==> src/rtl/dma_rb_pkg.sv <==
// dma_rb_pkg: shared types and default sizes for the DMA read-buffer drain scheduler.
//   state_t   : drain FSM states (idle / fill / close)
//   *_DEF     : default DW, PW, BUF_WORDS, AW
//   SRC_BIT   : bit of the read-buffer word that carries the source port id
package dma_rb_pkg;

    localparam int unsigned DW_DEF        = 512;
    localparam int unsigned PW_DEF        = 401;
    localparam int unsigned BUF_WORDS_DEF = 4096;
    localparam int unsigned AW_DEF        = 13;
    localparam int unsigned SRC_BIT       = DW_DEF - 1;

    typedef enum logic [1:0] {
        StIdle,
        StFill,
        StClose
    } state_t;

endpackage

==> src/rtl/dma_rb_drain_sched_rr_arb2.sv <==
// rr_arb2: two-requester arbiter with one-hot grant.
// Build option: define DMA_RB_RR_ARB_EN for round-robin; otherwise fixed priority (port 0 wins).
// Ports:
//   clk, reset (async, high), soft_rst (sync, high)
//   req[1:0]  : requests
//   advance   : a grant was taken this cycle; moves the round-robin pointer
//   gnt[1:0]  : one-hot grant (zero when no request)
module rr_arb2
    import dma_rb_pkg::*;
(
    input  logic       clk,
    input  logic       reset,
    input  logic       soft_rst,
    input  logic [1:0] req,
    input  logic       advance,
    output logic [1:0] gnt
);

`ifdef DMA_RB_RR_ARB_EN
    // prio1 set: port 1 wins the next contended cycle (port 0 was granted last).
    logic prio1;

    always_comb begin
        gnt = req;
        if (req == 2'b11) begin
            gnt = prio1 ? 2'b10 : 2'b01;
        end
    end

    always_ff @(posedge clk or posedge reset) begin
        if (reset) begin
            prio1 <= 1'b0;
        end else if (soft_rst) begin
            prio1 <= 1'b0;
        end else if (advance && (gnt != 2'b00)) begin
            prio1 <= gnt[0];
        end
    end
`else
    always_comb begin
        gnt = req[0] ? 2'b01 : {req[1], 1'b0};
    end

    // Pointer-related inputs have no use in the fixed-priority build.
    logic unused_rr;
    assign unused_rr = ^{clk, reset, soft_rst, advance};
`endif

endmodule

==> src/rtl/dma_rb_drain_sched.sv <==
// dma_rb_drain_sched: drains two show-ahead NPU output ports into the ping-pong DMA read buffer.
// Build option: DMA_RB_RR_ARB_EN selects round-robin arbitration (default fixed priority).
// Ports:
//   clk, reset (async, high), soft_rst (sync, high, same effect as reset)
//   rb_ready[1:0] : half h free for writing (sampled only while idle)
//   rb_last[1:0]  : one-cycle pulse with the final write of half h
//   rb_wen, rb_waddr, rb_wdata, rb_wben : registered read-buffer write port
//   p0_/p1_rdy, p0_/p1_data : port head word; p0_/p1_ren pops it (combinational)
//   cur_half      : half owned or awaited
//   closed_cnt    : halves closed, wraps at 2^16
module dma_rb_drain_sched
    import dma_rb_pkg::*;
#(
    parameter int unsigned DW        = DW_DEF,
    parameter int unsigned PW        = PW_DEF,
    parameter int unsigned BUF_WORDS = BUF_WORDS_DEF,
    parameter int unsigned AW        = AW_DEF
) (
    input  logic            clk,
    input  logic            reset,
    input  logic            soft_rst,
    input  logic [1:0]      rb_ready,
    output logic [1:0]      rb_last,
    output logic            rb_wen,
    output logic [AW-1:0]   rb_waddr,
    output logic [DW-1:0]   rb_wdata,
    output logic [DW/8-1:0] rb_wben,
    input  logic            p0_rdy,
    input  logic [PW-1:0]   p0_data,
    output logic            p0_ren,
    input  logic            p1_rdy,
    input  logic [PW-1:0]   p1_data,
    output logic            p1_ren,
    output logic            cur_half,
    output logic [15:0]     closed_cnt
);

    // idx is AW bits wide so it can represent BUF_WORDS itself.
    localparam logic [AW-1:0] FULL_IDX = AW'(BUF_WORDS);
    localparam logic [AW-1:0] LAST_IDX = AW'(BUF_WORDS - 1);

    state_t        state;
    logic [AW-1:0] idx;
    logic          can_grant;
    logic [1:0]    req;
    logic [1:0]    gnt;
    logic          grant;
    logic [DW-1:0] wword;

    // No pops outside FILL, past a full half, or while a soft reset is clearing state.
    assign can_grant = (state == StFill) && (idx < FULL_IDX) && !soft_rst;
    assign req       = {p1_rdy, p0_rdy} & {2{can_grant}};
    assign p0_ren    = gnt[0];
    assign p1_ren    = gnt[1];
    assign grant     = |gnt;

    rr_arb2 u_arb (
        .clk      (clk),
        .reset    (reset),
        .soft_rst (soft_rst),
        .req      (req),
        .advance  (grant),
        .gnt      (gnt)
    );

    // Port data in the low bits, port id in the top bit.
    always_comb begin
        wword          = '0;
        wword[PW-1:0]  = gnt[1] ? p1_data : p0_data;
        wword[DW-1]    = gnt[1];
    end

    always_ff @(posedge clk or posedge reset) begin
        if (reset) begin
            state      <= StIdle;
            idx        <= '0;
            cur_half   <= 1'b0;
            closed_cnt <= 16'd0;
            rb_last    <= 2'b00;
            rb_wen     <= 1'b0;
            rb_waddr   <= '0;
            rb_wdata   <= '0;
            rb_wben    <= '0;
        end else if (soft_rst) begin
            state      <= StIdle;
            idx        <= '0;
            cur_half   <= 1'b0;
            closed_cnt <= 16'd0;
            rb_last    <= 2'b00;
            rb_wen     <= 1'b0;
            rb_waddr   <= '0;
            rb_wdata   <= '0;
            rb_wben    <= '0;
        end else begin
            rb_wen  <= grant;
            rb_wben <= {(DW/8){grant}};
            rb_last <= 2'b00;
            if (grant) begin
                rb_waddr <= {cur_half, idx[AW-2:0]};
                rb_wdata <= wword;
                idx      <= idx + 1'b1;
            end
            unique case (state)
                StIdle: begin
                    if (rb_ready[cur_half]) begin
                        state <= StFill;
                        idx   <= '0;
                    end
                end
                StFill: begin
                    // last pulses alongside the final write of the half.
                    if (grant && (idx == LAST_IDX)) begin
                        state   <= StClose;
                        rb_last <= cur_half ? 2'b10 : 2'b01;
                    end
                end
                StClose: begin
                    cur_half   <= ~cur_half;
                    closed_cnt <= closed_cnt + 16'd1;
                    state      <= StIdle;
                end
                default: state <= StIdle;
            endcase
        end
    end

endmodule

==> config.mk <==
export PLATFORM = sky130hd
export DESIGN_NAME = dma_rb_drain_sched
export DESIGN_NICKNAME = d
export VERILOG_FILES = /design/src/rtl/dma_rb_pkg.sv /design/src/rtl/dma_rb_drain_sched_rr_arb2.sv /design/src/rtl/dma_rb_drain_sched.sv
export SDC_FILE = /design/constraint.sdc
export NUM_CORES = 1
export LEC_CHECK = 0
export CORE_AREA = 2 2 546 548
export CTS_CLUSTER_SIZE = 8
export DETAILED_ROUTE_END_ITERATION = 16
export DIE_AREA = 0 0 548 550
export PLACE_DENSITY = 0.3
export SYNTH_ARGS = -nofsm -noshare
export SYNTH_HDL_FRONTEND = slang
export SYNTH_SLANG_ARGS = --single-unit
==> constraint.sdc <==
create_clock -name clk -period 15.3 [get_ports clk]
set_clock_uncertainty 0.1 [all_clocks]
set_input_delay 3.06 -clock clk [delete_from_list [all_inputs] [get_ports clk]]
set_output_delay 3.06 -clock clk [all_outputs]
set_load 0.02 [all_outputs]
Yosys cells after proc, flatten, opt, wreduce, memory -nomap -nowiden
Index checks and enable logic that the tools add are counted.

word-level totals
  register bits after elaboration = 624
  latch bits = 0
  memory bits (writable) = 0
  bits in read-only memories = 0
  bits of input ports = 809
  memories = 0

operators by class
  add/sub/neg operators = 2
  multiply operators = 0
  divide/modulo/power cells = 0
  magnitude comparators = 2
  eq/ne operators = 5
  shift operators = 0
  mux-type cells = 26
  bitwise gates (word level) = 2
  reduce and logical (&&, ||, !) cells = 9

operators by type and width
  kind                   number
  $mux 512               2
  $mux 401               1
  $mux 13                6
  $mux 64                1
  $mux 16                2
  $add 16x1->16 const B  1
  $mux 2                 8
  $add 13x1->13 const B  1
  $eq 13x12->1 const B   1
  $lt 13x13->1 const B   1
  $mux 1                 5
  $pmux 2 s2             1
  $reduce_bool 2->1      2
  $logic_and 1x1->1      3
  $ne 3x2->1 const B     1
  $ne 3x3->1 const B     1
  $and 2x2->2            1
  $eq 2x1->1 const B     1
  $eq 2x2->1 const B     1
  $logic_not 2->1        1
  $lt 1x2->1 const B     1
  $reduce_and 2->1       1
  $reduce_or 2->1        1
  $logic_not 1->1        1
  $not 1->1              1

Logic depth before layout (Yosys ltp)
  word-level depth = 10
  depth in mapped cells = 8

Modules after synthesis
From an unflattened synthesis, not the netlist that was laid out.

unflattened totals
  cell total of the unflattened synthesis = 2585
  area total of the unflattened synthesis = 23341.1 sq um

by module, submodules not included
  module              instances  cells each  area an instance (sq um)  sequential area each (sq um)
  dma_rb_drain_sched  1          2583        23319.9                   11260.8
  rr_arb2             1          2           21.3                      0.0

Worst setup path after synthesis
OpenSTA, ideal clock, no wires.

  path kind = in2out
  from = input soft_rst
  to = output p1_ren
  arrival = 4.172 ns
  required time = 12.140 ns
  setup slack = 7.968 ns
  stages = 5
  buffers on the path = 2
  cell sequence = buf_6 nor4b_1 clkbuf_1 nand2_1 nor2_1

on the way
  longest elaborated chain between the ends = 4

ends and longest elaborated chain
  item                RTL line                          text
  start: declaration  dma_rb_drain_sched.sv:21          input logic soft_rst,
  $logic_not 1->1     dma_rb_drain_sched.sv:51          assign can_grant = (state == StFill) && (idx < FULL_IDX) && !soft_rst;
  $logic_and 1x1->1   dma_rb_drain_sched.sv:51
  $and 2x2->2         dma_rb_drain_sched.sv:52          assign req = {p1_rdy, p0_rdy} & {2{can_grant}};
  $mux 2              dma_rb_drain_sched_rr_arb2.sv:41  gnt = req[0] ? 2'b01 : {req[1], 1'b0};
  end: declaration    dma_rb_drain_sched.sv:33          output logic p1_ren,

Every way passes these cells.

Worst setup path in the final report
  from = input soft_rst
  to = output p0_ren

on the way
  longest elaborated chain between the ends = 4

ends and longest elaborated chain
  item               RTL line                          text
  $logic_not 1->1    dma_rb_drain_sched.sv:51
  $logic_and 1x1->1  dma_rb_drain_sched.sv:51
  $and 2x2->2        dma_rb_drain_sched.sv:52
  $mux 2             dma_rb_drain_sched_rr_arb2.sv:41
  end: declaration   dma_rb_drain_sched.sv:30          output logic p0_ren,

Every way passes these cells.

==> results.ini <==
[clocking]
clk_latency_ps = 770
post_cts_buffers = 0
numCtsBuffers = 79
cts_root_buf = clkbuf_16
cts.path.max_buffers = 4
cts.sinks = 450
cts_hold_buf = 0
cts_resized = 0
cts_tree = done
cts.htree.levels = 3
clk_pin_slew_ps = 50

[detailed_routing]
ant_nets = 0
vias = 22240
via_per_inst = 3.025
drc = 0
wl_um = 198500
drt_iter0_markers = 1136
first_pass_iters = 5
routedWlPerCell_um = 27.00

[global_routing]
grt_max_degree = 151
grt_overflow = 0
grt_pass1_wl_um = 247400
track_usage_pct = 12.60
grt_pass1_vias = 22180
grt_antenna_before_repair = 120

[worst_hold_path]
min-delay-path-class = flip-flop to flip-flop
min_from = rb_wdata[299]

[yosys]
yosys_warnings = 0
ys_ff_latch = 450
synth_top_area_share_pct = 53.96
yosysUniqueCellTypes = 40
synth_top_area_cell = dfrtp_1
synth_cells = 2191
synth_area_leaders = dfrtp_1 (54%), a22oi_1 (14%), o21ai_0 (10%), nand2_1 (7.6%), buf_4 (6.3%)
ys_seq_area_share_pct = 53.96
syn_area_mm2 = 0.02087
avgSynthCellArea_um2 = 9.525

[timing]
min_period_ps = 8602
drv_slew = 0
setup_violations = 0
worst_slack_ps = 6698
finalSetupTns_ps = 0
fin_crit_sh_pct = 56.22
worst_slew_pin_slew_ps = 1114
final-hold-violation-count = 0
rsz0062_at_grt = false
max-slew-margin-rel_pct = 25.76
fmax_mhz = 116.3

[power]
p_int_uw = 2591
power_frac_clock_pct = 44.3
p_sw_uw = 1197
ir_worst_vdd_mv = 0.06581
p_sw_share_pct = 31.60
leakage_uw = 0.01467
p_per_area_mw_per_mm2 = 94.95
combinationalPowerShare_pct = 21.7
seq_power_share_pct = 34.0
total_power_uw = 3788

[placed_design]
dp.final_hpwl_um = 165900
dpl_worst_slack_ps = 6736
gp_congestion = 0.8246
port_buffers = 1309

[critical_path]
critPathRequiredTime_ps = 12140
cp-start-kind = input port
startpoint = soft_rst
r2r_start = state[0]
arrival_ps = 5440
path_class = input port to output port
cp_max_fo = 37
endpoint_kind = output port

[die]
rows = 200
ioPinCount = 1420
dieArea_mm2 = 0.3014
coreArea_mm2 = 0.2955
die_h_um = 550
initial_core_util_pct = 7.061
die_w_um = 548

[finish]
drive_gt1_share_pct = 4.210
layout.nets = 4170
area_delta_synth_final_pct = 91.17

[outcome]
status = finished clean

[flow_run]
max_cap_violations = 0

## cells in the mapped netlist
| cell | instances |
|---|---|
| or2_2 | 1 |
| o21ai_0 | 424 |
| nand3b_1 | 1 |
| nand3_1 | 6 |
| a21oi_1 | 13 |
| nor2_1 | 23 |
| or3_1 | 9 |
| a22oi_1 | 401 |
| nor3_4 | 1 |
| nor4_1 | 2 |
| and4_1 | 3 |
| clkbuf_1 | 166 |
| nor4b_1 | 1 |
| conb_1 | 1 |
| and4b_1 | 1 |
| dfrtp_1 | 450 |
| or4b_4 | 1 |
| mux2i_1 | 1 |
| nor2b_1 | 2 |
| xor2_1 | 12 |
| nor3b_1 | 1 |
| xnor2_1 | 6 |
| buf_6 | 2 |
| nor2_4 | 1 |
| mux2_2 | 1 |
| and3_1 | 1 |
| o211a_1 | 1 |
| and2_1 | 4 |
| nor3_1 | 4 |
| inv_1 | 4 |
| nand2b_1 | 13 |
| buf_2 | 20 |
| a21o_1 | 1 |
| buf_4 | 174 |
| ha_1 | 2 |
| o21a_1 | 1 |
| or4_4 | 1 |
| nand2_1 | 424 |
| or4_1 | 1 |
| nand4_1 | 10 |
## kinds of logic after synthesis
kind of cell / share of synthesized area, %
multiplexers: 0.1019
buffers and inverters: 9.905
flip-flops: 53.96
other: 0.01797
adder cells (fa/ha/maj): 0.1199
AND/OR/NAND/NOR: 10.11
AO/OA/AOI/OAI: 25.03
XOR/XNOR: 0.7554
## cells in the final DEF, fill, tap and decap left out, types with 6 or more instances in the layout
master and n:
clkdlybuf4s50_1 1305, diode_2 17, xnor2_1 6, nor2_1 23
or3_1 9, conb_1 110, clkbuf_1 22, xor2_1 12
a22oi_1 401, nand2b_1 13, o21ai_0 424, nand2_1 424
nand3_1 6, buf_4 28, clkbuf_16 79, a21oi_1 12
buf_12 6, dfrtp_1 449, nand4_1 10
## flip-flops by register name, summed over array words and instances, names as in the netlist
signal,cells
rb_wdata,402
closed_cnt,16
idx,13
rb_waddr,13
rb_last,2
state,2
cur_half,1
rb_wben,1
## per-layer routing
metal / part of all wire [%] / GRT usage, % / vias to the layer above
li1: - / - / 9887
met1: 39 / 14.25 / 10740
met2: 43 / 19.40 / 1184
met3: 16 / 8.943 / 341
met4: 2.0 / 2.131 / 90
met5: 0.30 / 0 / -
## critical path, stage by stage
cell and delay (ps):
clkdlybuf4s50_1 470, buf_4 290, nor4b_2 330, buf_4 230, and2_1 200, clkdlybuf4s50_1 820
## final cells by class
| class | instances | area, um2 |
|---|---|---|
| Fill cell | 33640 | 255600 |
| Timing Repair Buffer | 1340 | 13410 |
| Sequential cell | 450 | 11260 |
| Multi-Input combinational cell | 1484 | 7975 |
| Tap cell | 3939 | 4928 |
| Clock buffer | 104 | 2101 |
| Clock inverter | 15 | 160.2 |
| Antenna cell | 17 | 42.54 |
| Inverter | 4 | 18.77 |
## path summary, 6_finish.rpt
| path | slack [ps] | cells after the start | end |
|---|---|---|---|
| setup / recovery | 6700 | 6 | p0_ren |
| hold / removal | 370 | 2 | rb_wdata[299] |
| setup reg to reg | 11460 | 7 | rb_wdata[360] |
| hold reg to reg | 370 | 2 | rb_wdata[299] |
| max in group asynchronous | 10110 | 5 | closed_cnt[15] |
| min in group asynchronous | 2750 | 3 | rb_wdata[368] |
## stage by stage
stage	hold slack, ps	util (%)	area (um2)	std cells
finish	370.3	13.50	39900	7353
global route	398.2	13.49	39860	7338
CTS	381.4	13.49	39850	7336
detailed placement	369.9	12.72	37590	7217
global placement	360.2	12.72	37590	7217
floorplan	372.1	-	21280	2300
## power groups by stage
stage	clock network (uW)	registers, uW	logic [uW]
after floorplan	0	1380	230
after global placement	0	1310	846
after detailed placement	0	1310	845
after CTS	1780	1290	848
after global routing	1810	1290	885
final	1680	1290	821
(Power assumes the default switching activity.)
